## config.mk

```make
export PLATFORM = sky130hd
export DESIGN_NAME = fetch_sequencer
export DESIGN_NICKNAME = d
export VERILOG_FILES = /design/src/rtl/fetch_sequencer.sv
export SDC_FILE = /design/constraint.sdc
export NUM_CORES = 1
export LEC_CHECK = 0
export ABC_AREA = 1
export CORE_MARGIN = 8
export CORE_UTILIZATION = 40
export CTS_BUF_LIST = sky130_fd_sc_hd__clkbuf_16
export DETAILED_ROUTE_END_ITERATION = 6
export PLACE_DENSITY = 0.83
export SLEW_MARGIN = 10
export SYNTH_ARGS = -nofsm -noshare
export SYNTH_HDL_FRONTEND = slang
export SYNTH_SLANG_ARGS = --single-unit
```

## constraint.sdc

```tcl
create_clock -name clk -period 1.76 [get_ports clk]
set_clock_uncertainty 0.2 [all_clocks]
set_input_delay 0.352 -clock clk [delete_from_list [all_inputs] [get_ports clk]]
set_output_delay 0.352 -clock clk [all_outputs]
set_load 0.005 [all_outputs]
```

## src/rtl/fetch_sequencer.sv

```systemverilog
// Instruction-fetch controller: owns the PC, issues one imem request at a time and hands instructions to decode.
// Define FETCH_PERF_CNT_EN to add the perf_fetched / perf_killed event counters.
module fetch_sequencer #(
  parameter int unsigned          PC_WIDTH    = 32,
  parameter int unsigned          INSTR_WIDTH = 32,
  parameter logic [PC_WIDTH-1:0]  RESET_PC    = '0
) (
  input  logic                   clk,
  input  logic                   reset,
  input  logic                   redirect_valid,
  input  logic [PC_WIDTH-1:0]    redirect_pc,
  output logic                   imem_req_valid,
  input  logic                   imem_req_ready,
  output logic [PC_WIDTH-1:0]    imem_req_addr,
  input  logic                   imem_rsp_valid,
  input  logic [INSTR_WIDTH-1:0] imem_rsp_data,
  output logic                   if_valid,
  input  logic                   if_ready,
  output logic [PC_WIDTH-1:0]    if_pc,
  output logic [INSTR_WIDTH-1:0] if_instr,
  output logic [PC_WIDTH-1:0]    pc
`ifdef FETCH_PERF_CNT_EN
  ,
  output logic [31:0]            perf_fetched,
  output logic [31:0]            perf_killed
`endif
);

  localparam int unsigned PERF_WIDTH = 32;
  localparam logic [PC_WIDTH-1:0] PC_STEP = PC_WIDTH'(4);

  typedef enum logic [1:0] {
    ST_IDLE = 2'd0,
    ST_REQ  = 2'd1,
    ST_WAIT = 2'd2,
    ST_HOLD = 2'd3
  } state_t;

  state_t                 r_state;
  state_t                 w_state_nxt;
  logic [PC_WIDTH-1:0]    r_pc;
  logic [PC_WIDTH-1:0]    w_pc_nxt;
  logic                   r_kill;
  logic                   w_kill_nxt;
  logic [PC_WIDTH-1:0]    r_if_pc;
  logic [PC_WIDTH-1:0]    w_if_pc_nxt;
  logic [INSTR_WIDTH-1:0] r_if_instr;
  logic [INSTR_WIDTH-1:0] w_if_instr_nxt;

  // State and datapath registers; reset wins over every input.
  always_ff @(posedge clk) begin
    if (reset) begin
      r_state    <= ST_IDLE;
      r_pc       <= RESET_PC;
      r_kill     <= 1'b0;
      r_if_pc    <= '0;
      r_if_instr <= '0;
    end else begin
      r_state    <= w_state_nxt;
      r_pc       <= w_pc_nxt;
      r_kill     <= w_kill_nxt;
      r_if_pc    <= w_if_pc_nxt;
      r_if_instr <= w_if_instr_nxt;
    end
  end

  // Next-state: r_kill marks the in-flight request as stale so its response gets dropped.
  always_comb begin
    w_state_nxt    = r_state;
    w_pc_nxt       = r_pc;
    w_kill_nxt     = r_kill;
    w_if_pc_nxt    = r_if_pc;
    w_if_instr_nxt = r_if_instr;
    case (r_state)
      ST_IDLE: begin
        if (redirect_valid) w_pc_nxt = redirect_pc;
        w_state_nxt = ST_REQ;
      end
      ST_REQ: begin
        if (redirect_valid) w_pc_nxt = redirect_pc;
        if (imem_req_ready) begin
          w_state_nxt = ST_WAIT;
          w_kill_nxt  = redirect_valid;
        end
      end
      ST_WAIT: begin
        if (imem_rsp_valid) begin
          if (r_kill || redirect_valid) begin
            if (redirect_valid) w_pc_nxt = redirect_pc;
            w_kill_nxt  = 1'b0;
            w_state_nxt = ST_REQ;
          end else begin
            w_if_pc_nxt    = r_pc;
            w_if_instr_nxt = imem_rsp_data;
            w_state_nxt    = ST_HOLD;
          end
        end else if (redirect_valid) begin
          w_pc_nxt   = redirect_pc;
          w_kill_nxt = 1'b1;
        end
      end
      ST_HOLD: begin
        if (redirect_valid) begin
          w_pc_nxt    = redirect_pc;
          w_state_nxt = ST_REQ;
        end else if (if_ready) begin
          w_pc_nxt    = r_pc + PC_STEP;
          w_state_nxt = ST_REQ;
        end
      end
      default: w_state_nxt = ST_IDLE;
    endcase
  end

  assign imem_req_valid = (r_state == ST_REQ);
  assign imem_req_addr  = r_pc;
  assign if_valid       = (r_state == ST_HOLD);
  assign if_pc          = r_if_pc;
  assign if_instr       = r_if_instr;
  assign pc             = r_pc;

`ifdef FETCH_PERF_CNT_EN
  logic                  w_fetch_hs;
  logic                  w_drop;
  logic [PERF_WIDTH-1:0] r_perf_fetched;
  logic [PERF_WIDTH-1:0] r_perf_killed;

  // A kill is a dropped response or a presented instruction discarded without handshake.
  assign w_fetch_hs = (r_state == ST_HOLD) && if_ready;
  assign w_drop     = ((r_state == ST_WAIT) && imem_rsp_valid && (r_kill || redirect_valid)) ||
                      ((r_state == ST_HOLD) && redirect_valid && !if_ready);

  always_ff @(posedge clk) begin
    if (reset) begin
      r_perf_fetched <= '0;
      r_perf_killed  <= '0;
    end else begin
      if (w_fetch_hs) r_perf_fetched <= r_perf_fetched + PERF_WIDTH'(1);
      if (w_drop)     r_perf_killed  <= r_perf_killed + PERF_WIDTH'(1);
    end
  end

  assign perf_fetched = r_perf_fetched;
  assign perf_killed  = r_perf_killed;
`endif

endmodule

```

## Word level (Yosys, flattened, before mapping)

Cells that the tools add are included.

| storage, ports and cells | value |
|---|---|
| register bits after elaboration | 99 |
| output and inout port bits | 130 |

| operators by class | value |
|---|---|
| add/sub/neg operators | 1 |
| bitwise gates (word level) | 1 |
| eq/ne operators | 8 |
| reduce and logical (&&, ||, !) cells | 8 |
| multiplexer cells | 17 |

Operator list:

| operator | number |
|---|---|
| 32-bit 2-to-1 mux | 5 |
| 32-bit one-hot mux with 3 select lines | 1 |
| 32-bit by 3-bit adder with 32-bit output (second input constant) | 1 |
| 2-bit 2-to-1 mux | 5 |
| 2-bit one-hot mux with 4 select lines | 1 |
| 3-bit inequality test (second input constant) | 2 |
| 3-bit AND reduction | 2 |
| 2-bit equality test (second input constant) | 2 |
| 1-bit 2-to-1 mux | 4 |
| 4-bit AND reduction | 1 |
| 3-bit by 2-bit inequality test with 1-bit output (second input constant) | 1 |
| 2-bit by 1-bit equality test with 1-bit output (second input constant) | 1 |
| 2-bit zero test | 1 |
| 2-bit by 1-bit inequality test with 1-bit output (second input constant) | 1 |
| 2-bit inequality test (second input constant) | 1 |
| 1-bit one-hot mux with 2 select lines | 1 |
| 2-bit AND reduction | 1 |
| 2-bit nonzero test | 1 |
| 2-bit OR reduction | 1 |
| 1-bit logical OR | 1 |
| 1-bit NOT | 1 |

## Longest topological paths before layout

Gate-level depths: netlist (run 1).

| depth | value |
|---|---|
| depth after elaboration | 4 |
| gate-level depth with buffers | 11 |

## Least setup slack after synthesis (run 1)

No wires, ideal clock.

| timing | value |
|---|---|
| path type | flip-flop to flip-flop |
| start | reg r_state[0] |
| end | reg r_pc[26] (netlist: imem_req_addr[26]) |
| stages on the path, launching flop included | 11 |
| required time | 1.491 ns |
| setup time | 0.069 ns |
| data arrival time | 1.442 ns |
| slack | 0.050 ns |
| buffers on the path | 1 |
| cells stage by stage | dfxtp_1 > ha_1 > inv_1 > nor2_2 > nand2_2 > nand3_2 > nand2_4 > inv_4 > buf_2 > nand2_1 > a21oi_2 |

| between the ends | value |
|---|---|
| cells in the longest elaborated chain, start to end | 3 |
| elaborated cells on any way between the ends | 9 |
| those cells by class | eq/ne (5); mux (1); reduce/logical (3) |

RTL lines:

| what | line | text |
|---|---|---|
| start, declared | 39 | `state_t r_state;` |
| start signal, assigned | 59 | `r_state <= w_state_nxt;` |
| 2-bit equality test * | n/a |  |
| named net if_valid | 17 | `output logic if_valid,` |
| 3-bit by 2-bit inequality test with 1-bit output (no line) | n/a |  |
| 2-bit AND reduction (no line) | n/a |  |
| end signal, assigned | 60 | `r_pc <= w_pc_nxt;` |
| end, declared | 41 | `logic [PC_WIDTH-1:0] r_pc;` |

The timed path passes the listed nets; every way through them passes the cells marked *.
A chain may end at the register's enable or synchronous reset.

## Worst setup path after layout (run 1)

| timing | value |
|---|---|
| start | reg r_state[0] |
| end | reg r_pc[5] (netlist: imem_req_addr[5]) |

| between the ends | value |
|---|---|
| cells in the longest elaborated chain, start to end | 3 |
| elaborated cells on any way between the ends | 9 |
| those cells by class | eq/ne (5); mux (1); reduce/logical (3) |

RTL lines:

| what | line | text |
|---|---|---|
| 2-bit by 1-bit equality test with 1-bit output (tied with other cells) | 74 | `case (r_state)` |
| 2-bit OR reduction (no line) (tied with other cells) | n/a |  |
| 32-bit one-hot mux with 3 select lines or 2-bit AND reduction (tied branches) | n/a |  |

Several ways; a longest one is shown, not always the timed one.

==> results of run 1 <==
[layout by cell type, fill, tap and decap left out, types with 3 or more instances in the layout]
cell type / netlist / routed
inv_2: 1 / 4
dlymetal6s2s_1: 0 / 35
nor3_1: 3 / 3
dfxtp_1: 99 / 62
a21oi_1: 93 / 90
buf_6: 2 / 4
dfxtp_2: 0 / 14
dfxtp_4: 0 / 23
nor2_1: 81 / 68
clkdlybuf4s50_1: 0 / 93
inv_1: 101 / 99
o21ai_0: 88 / 85
dlygate4sd2_1: 0 / 69
o22ai_1: 3 / 3
nand2_2: 3 / 5
clkbuf_16: 0 / 9
buf_12: 0 / 11
a21oi_2: 6 / 9
o211ai_1: 3 / 3
o21ai_1: 8 / 11
clkinvlp_4: 0 / 4
nand2_1: 132 / 130
nand3b_1: 3 / 3
buf_4: 34 / 68
nor2_4: 2 / 5
nand3_1: 27 / 26
nor2_2: 16 / 26
[per-layer routing]
layer / wire (um) / vias up
met3: 1536 / 51
met4: 552 / 0
met1: 7641 / 2586
li1: - / 2820
met2: 8843 / 301
met5: 0 / -
[state kept, by name (all words and copies together), names as in the netlist]
name,flops
if_instr,32
if_pc,32
imem_req_addr,32
r_kill,1
r_state,2
[through the flow]
step / total power [mW] / instance area (um^2) / setup TNS (ns) / hold WS [ns] / instances
after floorplan: 3.369 / 5065 / 0 / 0.2305 / 751
after global placement: 4.320 / 7493 / -20.12 / 0.2293 / 1120
final: 6.364 / 8154 / -0.05716 / 0.2403 / 1155
after CTS: 6.326 / 7939 / 0 / 0.2433 / 1153
after detailed placement: 4.362 / 7493 / -26.18 / 0.2325 / 1120
after global routing: 6.657 / 8154 / -1.110 / 0.2598 / 1155
[critical path: stages (launching register included)]
cell and delay (ns):
dfxtp_4 0.37, inv_1 0.07, ha_4 0.18, nand3_4 0.10, nand3_4 0.12, o21ai_0 0.38
o211ai_1 0.15, nand2_1 0.10, nor2_1 0.04
[power breakdown]
group / total [mW] / internal (mW) / switching (mW) / leakage, nW
Sequential: 2.61 / 2.45 / 0.163 / 0.826
Clock: 2.01 / 1.10 / 0.906 / 0.145
Combinational: 1.74 / 0.913 / 0.829 / 2.83
Total: 6.36 / 4.47 / 1.90 / 3.81
[final cells by class]
type	count	area share, %
timing repair buffer	282	33.83
timing repair inverter	1	0.09207
multi-input combinational	482	29.42
tap	172	2.639
clock buffer	9	2.762
clock inverter	7	0.8593
sequential	99	25.58
inverter	103	4.818
[how the worst max path moves through the flow]
stage / start / cells past startpoint / end / slack [ns]
after global routing: r_state[0] / 8 / imem_req_addr[5] / -0.14
after floorplan: r_state[0] / 10 / imem_req_addr[26] / 0.05
after global placement: redirect_valid / 7 / imem_req_addr[14] / -0.31
after detailed placement: redirect_valid / 10 / imem_req_addr[19] / -0.37
after CTS: if_instr[15] / 1 / if_instr[15] / 0.0002
final: r_state[0] / 8 / imem_req_addr[5] / -0.06
[kinds of logic (layout without fill, tap and decap cells)]
| family | Yosys count | count (layout) | synth area share [%] |
|---|---|---|---|
| AOI/OAI and AO/OA | 205 | 205 | 21.10 |
| DFF | 99 | 99 | 39.13 |
| adders and majority gates | 4 | 4 | 0.9882 |
| buffers and inverters | 170 | 402 | 15.81 |
| and+or+nand+nor | 273 | 273 | 22.97 |
[timing repair]
item	CTS	global route
cloned	0	1
gates resized for setup	133	77
endpoints found under the hold margin	0	0
pin swaps	1	12
setup endpoints to repair	103	68
buffers inserted	17	2
hold buffers	0	0
==> impl_metrics.ini, run 1 <==
[outcome]
outcome = finished, violations left
failed_checks = negative setup slack

[setup_path]
r2r-end = imem_req_addr[5]
worstRegToRegCells = 8
critPathKind = reg -> reg
start_kind = flop
timing.rr.start = r_state[0]
required_ns = 1.80
cp-end-kind = flop
cp.arrival_ns = 1.86
crit_path_max_fanout = 5
r2r_setup_slack_ns = -0.06

[clocking]
path_clk_slew_ns = 0.07
cts_tree = built
numCtsBuffers = 9
cts_root_buf = clkbuf_16
cts_buffer_depth = 2
cts_sinks = 99
cts_max_level = 3
insertion_delay_ns = 0.34

[grt]
grt-ovfl-total = 0
antenna_found_initial = 0
top_usage_layer = met2
grtUsageTotal_pct = 20.98
use_met2_pct = 35.72
use_met3_pct = 3.972
grt_max_degree = 42
grt_pass1_vias = 5467
grtUsageMet1_pct = 25.16
grt_pass1_wl_um = 27810

[placed_design]
gp_congestion = 0.9278
port-buffer-count = 199
pre_cts_ws_ns = -0.3668
hpwlAfterDp_um = 13310

[timing]
setup_viol = 1
max_freq_ghz = 0.5503
hold_violations = 0
grt_setup_unrepaired = true
worst_pin_slew_ns = 0.4266
fin_crit_sh_pct = 103.2
final_max_slew_viol_count = 0
max_slew_margin_pct = 71.26
period_needed_ns = 1.817
setup_slack_ns = -0.05716

[floorplanning]
die_w_um = 128.5
die_h_um = 128.5
core_um2 = 12520
pin_count = 200
initial_core_util_pct = 40.46
dieArea_um2 = 16520
rows = 41

[yosys]
synthTopCellsByArea = dfxtp_1 (39%), nand2_1 (9.8%), a21oi_1 (9.2%)
synth_ff_type = dfxtp_1
synth_top_area_share_pct = 39.13
synth_cell_type_count = 30
syn_avg_cell_area_um2 = 6.744
synth_cells = 751
ys_seq_area_share_pct = 39.13
synth_edf_count = 0
synth-async-reset-ratio_pct = 0
yosys_warnings = 0
synth_fp_nets = 825
synth_most_common_cell = nand2_1
synth_top_cell_by_area = dfxtp_1
synth_area_um2 = 5065
synth_seq_cells = 99
synth_commonest_cells = nand2_1 (132), inv_1 (101), dfxtp_1 (99)

[drt]
dr_total_vias = 5758
drc = 0
drtPass1Iterations = 6
viasPerCell = 4.985
antenna_left = 0
drt-total-wl_um = 18570
wl_per_cell_um = 16.08
first_iter_violations = 545

[min_path]
hold_depth = 2
min_from = if_instr[18]
holdPathEnd = if_instr[18]
hold_path.class = reg -> reg

[pwr]
irDropWorstVdd_mv = 0.4727
p_leak_nw = 3.806
p_per_area_nw_per_um2 = 780.5

[cells_and_area]
final_util_pct = 65.14
drive_gt1_share_pct = 20.04
nFillCells = 1054
final_nets = 1052
antennaDiodeCount = 0
synthToLayoutAreaGrowth_pct = 60.99
multi_input_area_um2 = 2399
regArea_um2 = 2086

[flow_run]
cap_violations = 0
(Power assumes the default switching activity.)
==> run 2, diff against run 1 <==
--- a/config.mk
+++ b/config.mk
@@ -11,6 +11,8 @@
 export CTS_BUF_LIST = sky130_fd_sc_hd__clkbuf_16
 export DETAILED_ROUTE_END_ITERATION = 6
 export PLACE_DENSITY = 0.83
+export RECOVER_POWER = 100
+export SKIP_CTS_REPAIR_TIMING = 1
 export SLEW_MARGIN = 10
 export SYNTH_ARGS = -nofsm -noshare
 export SYNTH_HDL_FRONTEND = slang
==> constraint.sdc (replaced) <==
create_clock -name clk -period 1.76 [get_ports clk]
set_clock_uncertainty 0.2 [all_clocks]
set_input_delay 0.352 -clock clk [delete_from_list [all_inputs] [get_ports clk]]
set_output_delay 0.352 -clock clk [all_outputs]
set_load 0.01 [all_outputs]
==> impl_metrics.ini, run 2 (synthesis results as in run 1) <==
[outcome]
outcome = finished, violations left
failed_checks = negative setup slack

[floorplanning]
pin_count = 200
core_um2 = 12520
die_w_um = 128.5
initial_core_util_pct = 40.46
dieArea_um2 = 16520
rows = 41
die_h_um = 128.5

[timing]
setup_viol = 2
grt_setup_unrepaired = true
final_max_slew_viol_count = 0
period_needed_ns = 1.800
max_slew_margin_pct = 72.76
setup_slack_ns = -0.03997
hold_slack_ns = 0.2383
fin_crit_sh_pct = 102.3
hold_violations = 0
max_freq_ghz = 0.5556
worst_pin_slew_ns = 0.4043

[pwr]
p_leak_nw = 4.979
irDropWorstVdd_mv = 0.4416
p_per_area_nw_per_um2 = 786.9

[placed_design]
hpwlAfterDp_um = 12910
gp_congestion = 0.8812
port-buffer-count = 199
placedCellCount = 1113

[cells_and_area]
antennaDiodeCount = 0
layout_common_cells = dlymetal6s2s_1 (131), nand2_1 (130), inv_1 (98)
multi_input_area_um2 = 2436
nFillCells = 999
drive_gt1_share_pct = 17.92
synthToLayoutAreaGrowth_pct = 64.57
final_common_cell = dlymetal6s2s_1
final_cells = 1132
final_nets = 1029
regArea_um2 = 2033

[clocking]
cts_sinks = 99
cts_max_level = 3
cts_buffer_depth = 2
cts_tree = built
numCtsBuffers = 9
path_clk_slew_ns = 0.07
insertion_delay_ns = 0.35
cts_root_buf = clkbuf_16

[drt]
dr_total_vias = 5702
first_iter_violations = 447
drtPass1Iterations = 7
antenna_left = 0
drt-total-wl_um = 18220
wl_per_cell_um = 16.09
drc = 0
viasPerCell = 5.037

[grt]
grtUsageTotal_pct = 19.76
grt_pass1_wl_um = 26110
grt_max_degree = 42
grt-ovfl-total = 0
antenna_found_initial = 0
grt_pass1_vias = 5227

[setup_path]
cp-end-kind = flop
crit_path_max_fanout = 8
required_ns = 1.83
critPathKind = reg -> reg
cp.arrival_ns = 1.87
start_kind = flop

[flow_run]
cap_violations = 0

[min_path]
hold_path.class = reg -> reg
-- run 2: cell types whose count changed in the layout (fill, tap and decap cells not counted), moves of 5 or more --
cell             delta
dlymetal6s2s_1     +96
dfxtp_2             +9
o21ai_1             -6
dlygate4sd2_1      -69
dfxtp_4            -17
buf_4              -23
o21ai_2             +5
dfxtp_1             +8
clkdlybuf4s50_1    -25
-- run 2: path summary, 6_finish.rpt --
check	from	end	cells after the start	slack [ns]
setup / recovery	r_state[1]	imem_req_addr[24]	11	-0.04
hold reg to reg	if_pc[4]	if_pc[4]	2	0.24
setup reg to reg	r_state[1]	imem_req_addr[24]	11	-0.04
hold / removal	if_pc[4]	if_pc[4]	2	0.24
-- run 2: critical path: stages (launching register included) --
cell and delay [ns]:
dfxtp_4 0.37, ha_4 0.17, inv_2 0.06, nor2_4 0.04
nand2_2 0.10, nand3_4 0.11, nand2_4 0.14, inv_8 0.06
buf_12 0.14, nor2_4 0.12, nand2_2 0.08, a21oi_2 0.14
-- run 2: final cells by class --
class	instances	share of cell area [%]
Timing Repair Buffer	260	35.36
Multi-Input combinational cell	482	29.23
Sequential cell	99	24.39
Inverter	103	4.728
Clock buffer	9	2.702
Tap cell	172	2.582
Clock inverter	7	1.006
-- run 2: power by group --
group	leakage (nW)	internal (mW)	total, mW	switching [mW]
registers	0.818	2.45	2.66	0.209
clock network	0.152	1.23	2.09	0.857
logic	4.01	0.938	1.81	0.874
-- run 2: stage by stage --
step	util [%]	TNS (ns)	instance area, um^2	power, mW	setup slack [ns]
3_5_place_dp	59.45	-24.70	7441	4.431	-0.3401
4_1_cts	61.92	-17.53	7750	6.523	-0.3443
3_3_place_gp	59.45	-19.46	7441	4.391	-0.2751
6_report	66.59	-0.05486	8335	6.560	-0.03997
5_1_grt	66.59	-1.114	8335	6.869	-0.1080
2_1_floorplan	-	0	5065	3.468	0.003424
-- run 2: metal layers --
layer	global-route usage, %	share of wire (%)	up-vias
li1	-	-	2787
met1	23.99	42	2597
met2	33.27	49	270
met3	4.013	7.1	48
met4	8.569	2.7	0
met5	0	0	-
